`src/rtl/viterbi_pkg.sv`:
```
// Code constants and FSM states shared by the K=5 rate-1/2 encoder and the
// decoder's branch-metric and trellis blocks.
package viterbi_pkg;

  localparam int K = 5;
  localparam int MEM = K - 1;

  // Tap vectors indexed by window position; bit K-1 is the newest bit.
  localparam logic [K-1:0] G0 = 5'b11001;
  localparam logic [K-1:0] G1 = 5'b10111;

  typedef enum logic [1:0] {
    IDLE,
    DATA,
    TAIL
  } enc_state_t;

  function automatic logic [K-1:0] make_window(input logic u, input logic [MEM-1:0] sr);
    return {u, sr};
  endfunction

endpackage

```
`src/rtl/conv_parity.sv`:
```
// Combinational parity pair for one K-bit window: pair[1] from G0, pair[0] from G1.
module conv_parity
  import viterbi_pkg::*;
(
  input  logic [K-1:0] window,
  output logic [1:0]   pair
);

  logic [K-1:0] tap0;
  logic [K-1:0] tap1;

  generate
    for (genvar gi = 0; gi < K; gi++) begin : g_tap
      assign tap0[gi] = window[gi] & G0[gi];
      assign tap1[gi] = window[gi] & G1[gi];
    end
  endgenerate

  assign pair = {^tap0, ^tap1};

endmodule

```
`src/rtl/conv_encoder.sv`:
```
// Framed rate-1/2 K=5 convolutional encoder with zero-tail termination and a
// single-entry output register that can accept and drain in the same cycle.
module conv_encoder
  import viterbi_pkg::*;
#(
  parameter int FRAME_LEN = 16
) (
  input  logic       clk,
  input  logic       rst,
  input  logic       in_bit,
  input  logic       in_valid,
  output logic       in_ready,
  output logic [1:0] enc_pair,
  output logic       out_valid,
  input  logic       out_ready,
  output logic       out_last,
  output logic       busy
);

  localparam int CW = $clog2(FRAME_LEN + 1);
  localparam logic [CW-1:0] LAST_CNT  = CW'(FRAME_LEN - 1);
  localparam logic [1:0]    TAIL_LAST = 2'(MEM - 1);

  enc_state_t     state_reg;
  logic [MEM-1:0] sr_reg;
  logic [CW-1:0]  count_reg;
  logic [1:0]     tail_reg;

  logic       slot_free;
  logic       accept;
  logic       tail_step;
  logic       load;
  logic       u;
  logic [K-1:0] window;
  logic [1:0] pair;

  assign slot_free = !out_valid || out_ready;
  assign in_ready  = slot_free && (state_reg != TAIL);
  assign accept    = in_valid && in_ready;
  assign tail_step = (state_reg == TAIL) && slot_free;
  assign load      = accept || tail_step;
  // Tail cycles flush the register with zeros.
  assign u         = accept && in_bit;
  assign window    = make_window(u, sr_reg);
  assign busy      = (state_reg != IDLE) || out_valid;

  conv_parity u_parity (
    .window (window),
    .pair   (pair)
  );

  always_ff @(posedge clk) begin
    if (rst) begin
      state_reg <= IDLE;
      sr_reg    <= '0;
      count_reg <= '0;
      tail_reg  <= '0;
      enc_pair  <= 2'b00;
      out_valid <= 1'b0;
      out_last  <= 1'b0;
    end else begin
      if (load) begin
        enc_pair  <= pair;
        out_valid <= 1'b1;
        out_last  <= tail_step && (tail_reg == TAIL_LAST);
        sr_reg    <= {u, sr_reg[MEM-1:1]};
      end else if (out_ready) begin
        out_valid <= 1'b0;
        out_last  <= 1'b0;
      end

      case (state_reg)
        IDLE: begin
          if (accept) begin
            count_reg <= CW'(1);
            tail_reg  <= '0;
            state_reg <= (FRAME_LEN == 1) ? TAIL : DATA;
          end
        end
        DATA: begin
          if (accept) begin
            if (count_reg == LAST_CNT) begin
              count_reg <= '0;
              state_reg <= TAIL;
            end else begin
              count_reg <= count_reg + CW'(1);
            end
          end
        end
        TAIL: begin
          if (slot_free) begin
            tail_reg <= tail_reg + 2'd1;
            if (tail_reg == TAIL_LAST) state_reg <= IDLE;
          end
        end
        default: state_reg <= IDLE;
      endcase
    end
  end

endmodule
```
`config.mk`:
```
export PLATFORM = sky130hd
export DESIGN_NAME = conv_encoder
export DESIGN_NICKNAME = d
export VERILOG_FILES = /design/src/rtl/viterbi_pkg.sv /design/src/rtl/conv_parity.sv /design/src/rtl/conv_encoder.sv
export SDC_FILE = /design/constraint.sdc
export NUM_CORES = 1
export LEC_CHECK = 0
export CAP_MARGIN = 5
export CORE_UTILIZATION = 39
export DETAILED_ROUTE_END_ITERATION = 10
export GPL_ROUTABILITY_DRIVEN = 1
export PLACE_DENSITY_LB_ADDON = 0.08
export SLEW_MARGIN = 15
export SYNTH_ARGS = -nofsm -noshare
export SYNTH_HDL_FRONTEND = slang
export SYNTH_SLANG_ARGS = --single-unit
```
`constraint.sdc`:
```
create_clock -name clk -period 1.4 [get_ports clk]
set_input_delay 0.28 -clock clk [delete_from_list [all_inputs] [get_ports clk]]
set_output_delay 0.28 -clock clk [all_outputs]
set_load 0.02 [all_outputs]
```
==> impl_metrics.yaml <==
routing:
  dr.pass1.iters: 4
  wl_um: 1770
  drt_iter0_drc: 8
  wire_per_inst_um: 12.1
  vias_per_cell: 5.10
  vias: 745
  drc: 0
  ant_nets: 0
setup_path:
  arrival_ps: 1220
  cp_max_fo: 4
  worst-path-buf-inv: 2
  required_ps: 1120
  startpoint: "state_reg[0]"
  reg2reg_to: "count_reg[3]"
  path_delay_family: "flip-flops"
  crit_path_top_delay_cell: "dfxtp_4"
  cp-end-kind: "primary output"
  reg2regPathDepth: 5
  r2r-start: "count_reg[1]"
  crit_path_frequent_cell: "buf_6"
  worstPathCellList: "buf_6 > or3_4 > buf_6"
  critPathKind: "flip-flop to primary output"
  r2r_slack_ps: 60
  start_kind: "flip-flop"
  cpPeakStageDelay_ps: 360
min_path:
  min_to: "out_last"
  holdPathStages: 3
  holdCritPathClass: "input port to flip-flop"
  hold_path_startpoint: "out_ready"
sta:
  rsz0062_at_grt: "true"
  min_period_ps: 1500
  hold_violations: 0
  tns_ps: -97.1
  worst_slack_ps: -97.1
  fmax_ghz: 0.668
  worstMarginPinSlew_ps: 284
  setup_viol_count_final: 1
  maxSlewHeadroom_pct: 81.0
  post-route-period-util_pct: 107
  timing.hold.ws_ps: 345
  drv_slew: 0
  skew_ps: 4.41
clock_network:
  clk_latency_ps: 280
  ctsHoldBuffers: 0
  numCtsBuffers: 3
  clkTransAtPathRegs_ps: 100
  clockBufferDepth: 2
  cts_root_buffer: "clkbuf_4"
  tritoncts: "done"
  h-tree-depth: 1
  cts.sinks: 17
placement:
  placed_area_mm2: 0.00106
  io_buffers: 10
  gp_congestion: 0.734
  hpwl_um: 1240
pwr:
  peakVddDrop_mv: 0.517
  leakagePower_uw: 0.000478
  powerDensity_mw_per_mm2: 822
layout:
  area_delta_synth_final_pct: 38.3
  stdcell_area_mm2: 0.00116
  drive_above_1_share_pct: 31.1
  largest_reg_flops: 5
  num-nets-final: 127
  n_antenna_cell: 0
global_routing:
  grt_pass1_wl_um: 2630
  grt-ovfl-total: 0
  grt_util_all_layers_pct: 16.7
  antenna_found_initial: 0
  grt_pass1_vias: 611
  grt_max_degree: 12
floorplan:
  die_area_mm2: 0.00233
  rows: 16
  core_area_mm2: 0.00198
  die_x_um: 48.3
  io_pins: 11
  chipHeight_um: 48.3
  start_util_pct: 42.2
synthesis:
  synth_area_um2: 836
  yosysWarnings: 0
  synth.distinct_cells: 33
  synth.avg_cell_area_um2: 9.18
  ys_seq_elements: 17
  synthesis.nets: 98
  ys_seq_area_share_pct: 40.7
  syn_inst: 91
run_status:
  status: "finished with violations"
  violations: "negative setup slack"
flow_run:
  max_cap_violations: 0
==> power by group <==
part | leakage [uW] | internal [uW] | switching, uW
clock network | 0.0000177 | 106 | 152
logic | 0.000322 | 96.9 | 87.1
registers | 0.000139 | 498 | 10.6
total | 0.000478 | 701 | 249
==> worst max-delay path by stage <==
stage                    to  slack (ps)  depth (start not counted)
6_report               busy        -100                          3
5_1_grt                busy        -150                          3
4_1_cts                busy        -130                          3
3_5_place_dp       in_ready        -450                          4
3_3_place_gp       in_ready        -400                          4
2_1_floorplan  state_reg[1]         120                          4
==> worst min-delay path, delay by kind of cell <==
family	cells	cell delay (ps)
AO/OA/AOI/OAI	1	60
AND/OR/NAND/NOR	1	120
buffers and inverters	1	130
==> placed cells by master (no fill, tap or decap), types with 4 or more instances in the layout <==
master	netlist	final
a21oi_1	8	8
buf_4	0	14
buf_6	0	5
dfxtp_1	17	16
nand2_1	4	4
nand3_1	6	6
nor2_1	12	11
xnor2_1	4	4
==> per-layer routing <==
layer,global-route usage (%),vias up,wire [um],part of all wire [%]
met4,8.33,0,13,0.74
met3,3.33,2,48,2.7
met5,0,-,0,0
li1,-,381,-,-
met2,24.8,10,810,46
met1,22.8,352,893,51
==> timing repair <==
item	in CTS	in global routing
resized for setup	13	17
setup buffers	4	0
pin swaps	1	2
endpoints found under the setup margin	12	12
==> synth_stat cells <==
cell,count,area share (%)
or3_1,1,0.75
nor4_1,1,0.75
a32oi_1,1,1.0
nor2b_2,1,1.0
nand4b_1,2,2.1
o31ai_2,1,1.5
or4b_1,1,1.2
a21oi_1,8,4.8
ha_1,2,3.0
clkbuf_1,3,1.3
nand3b_1,2,1.8
o31ai_1,2,1.8
and2b_4,1,1.2
mux2i_1,3,3.6
inv_1,1,0.45
xor2_1,1,1.0
nor2_1,12,5.4
a211oi_2,1,1.5
o21ai_0,2,1.2
nand2b_1,3,2.2
dfxtp_1,17,41
o21ai_4,1,1.9
and4_1,1,1.0
nor3_4,1,1.9
nor3b_1,1,0.90
xnor2_1,4,4.2
a31oi_1,1,0.75
nand2_1,4,1.8
nor3_1,2,1.2
nand3_1,6,3.6
and4b_1,1,1.2
nor2b_1,2,1.5
nor3b_2,1,1.5
==> cell families after synthesis <==
group	Yosys count	synth area share [%]
mux	3	3.59
flops	17	40.7
simple gates	43	31.1
xor+xnor	5	5.24
fa+ha+maj	2	2.99
compound gates	17	14.5
buf+inv	4	1.80
==> final cells by class <==
class	instances	area [um^2]
clock buffers	3	22.5
fillers	175	826
flip-flops and latches	17	344
clock inverters	1	5.00
inverters	1	3.75
multi-input cells	70	507
repair buffers	27	240
well taps	27	33.8
==> per-stage QoR <==
step	total power, uW	setup slack (ps)	instances	util, %
floorplan	610	120	91	-
global placement	681	-400	138	53.3
detailed placement	683	-450	138	53.3
CTS	945	-134	146	55.9
global route	1010	-148	146	58.3
finish	950	-97.1	146	58.3
(Power assumes the default switching activity.)
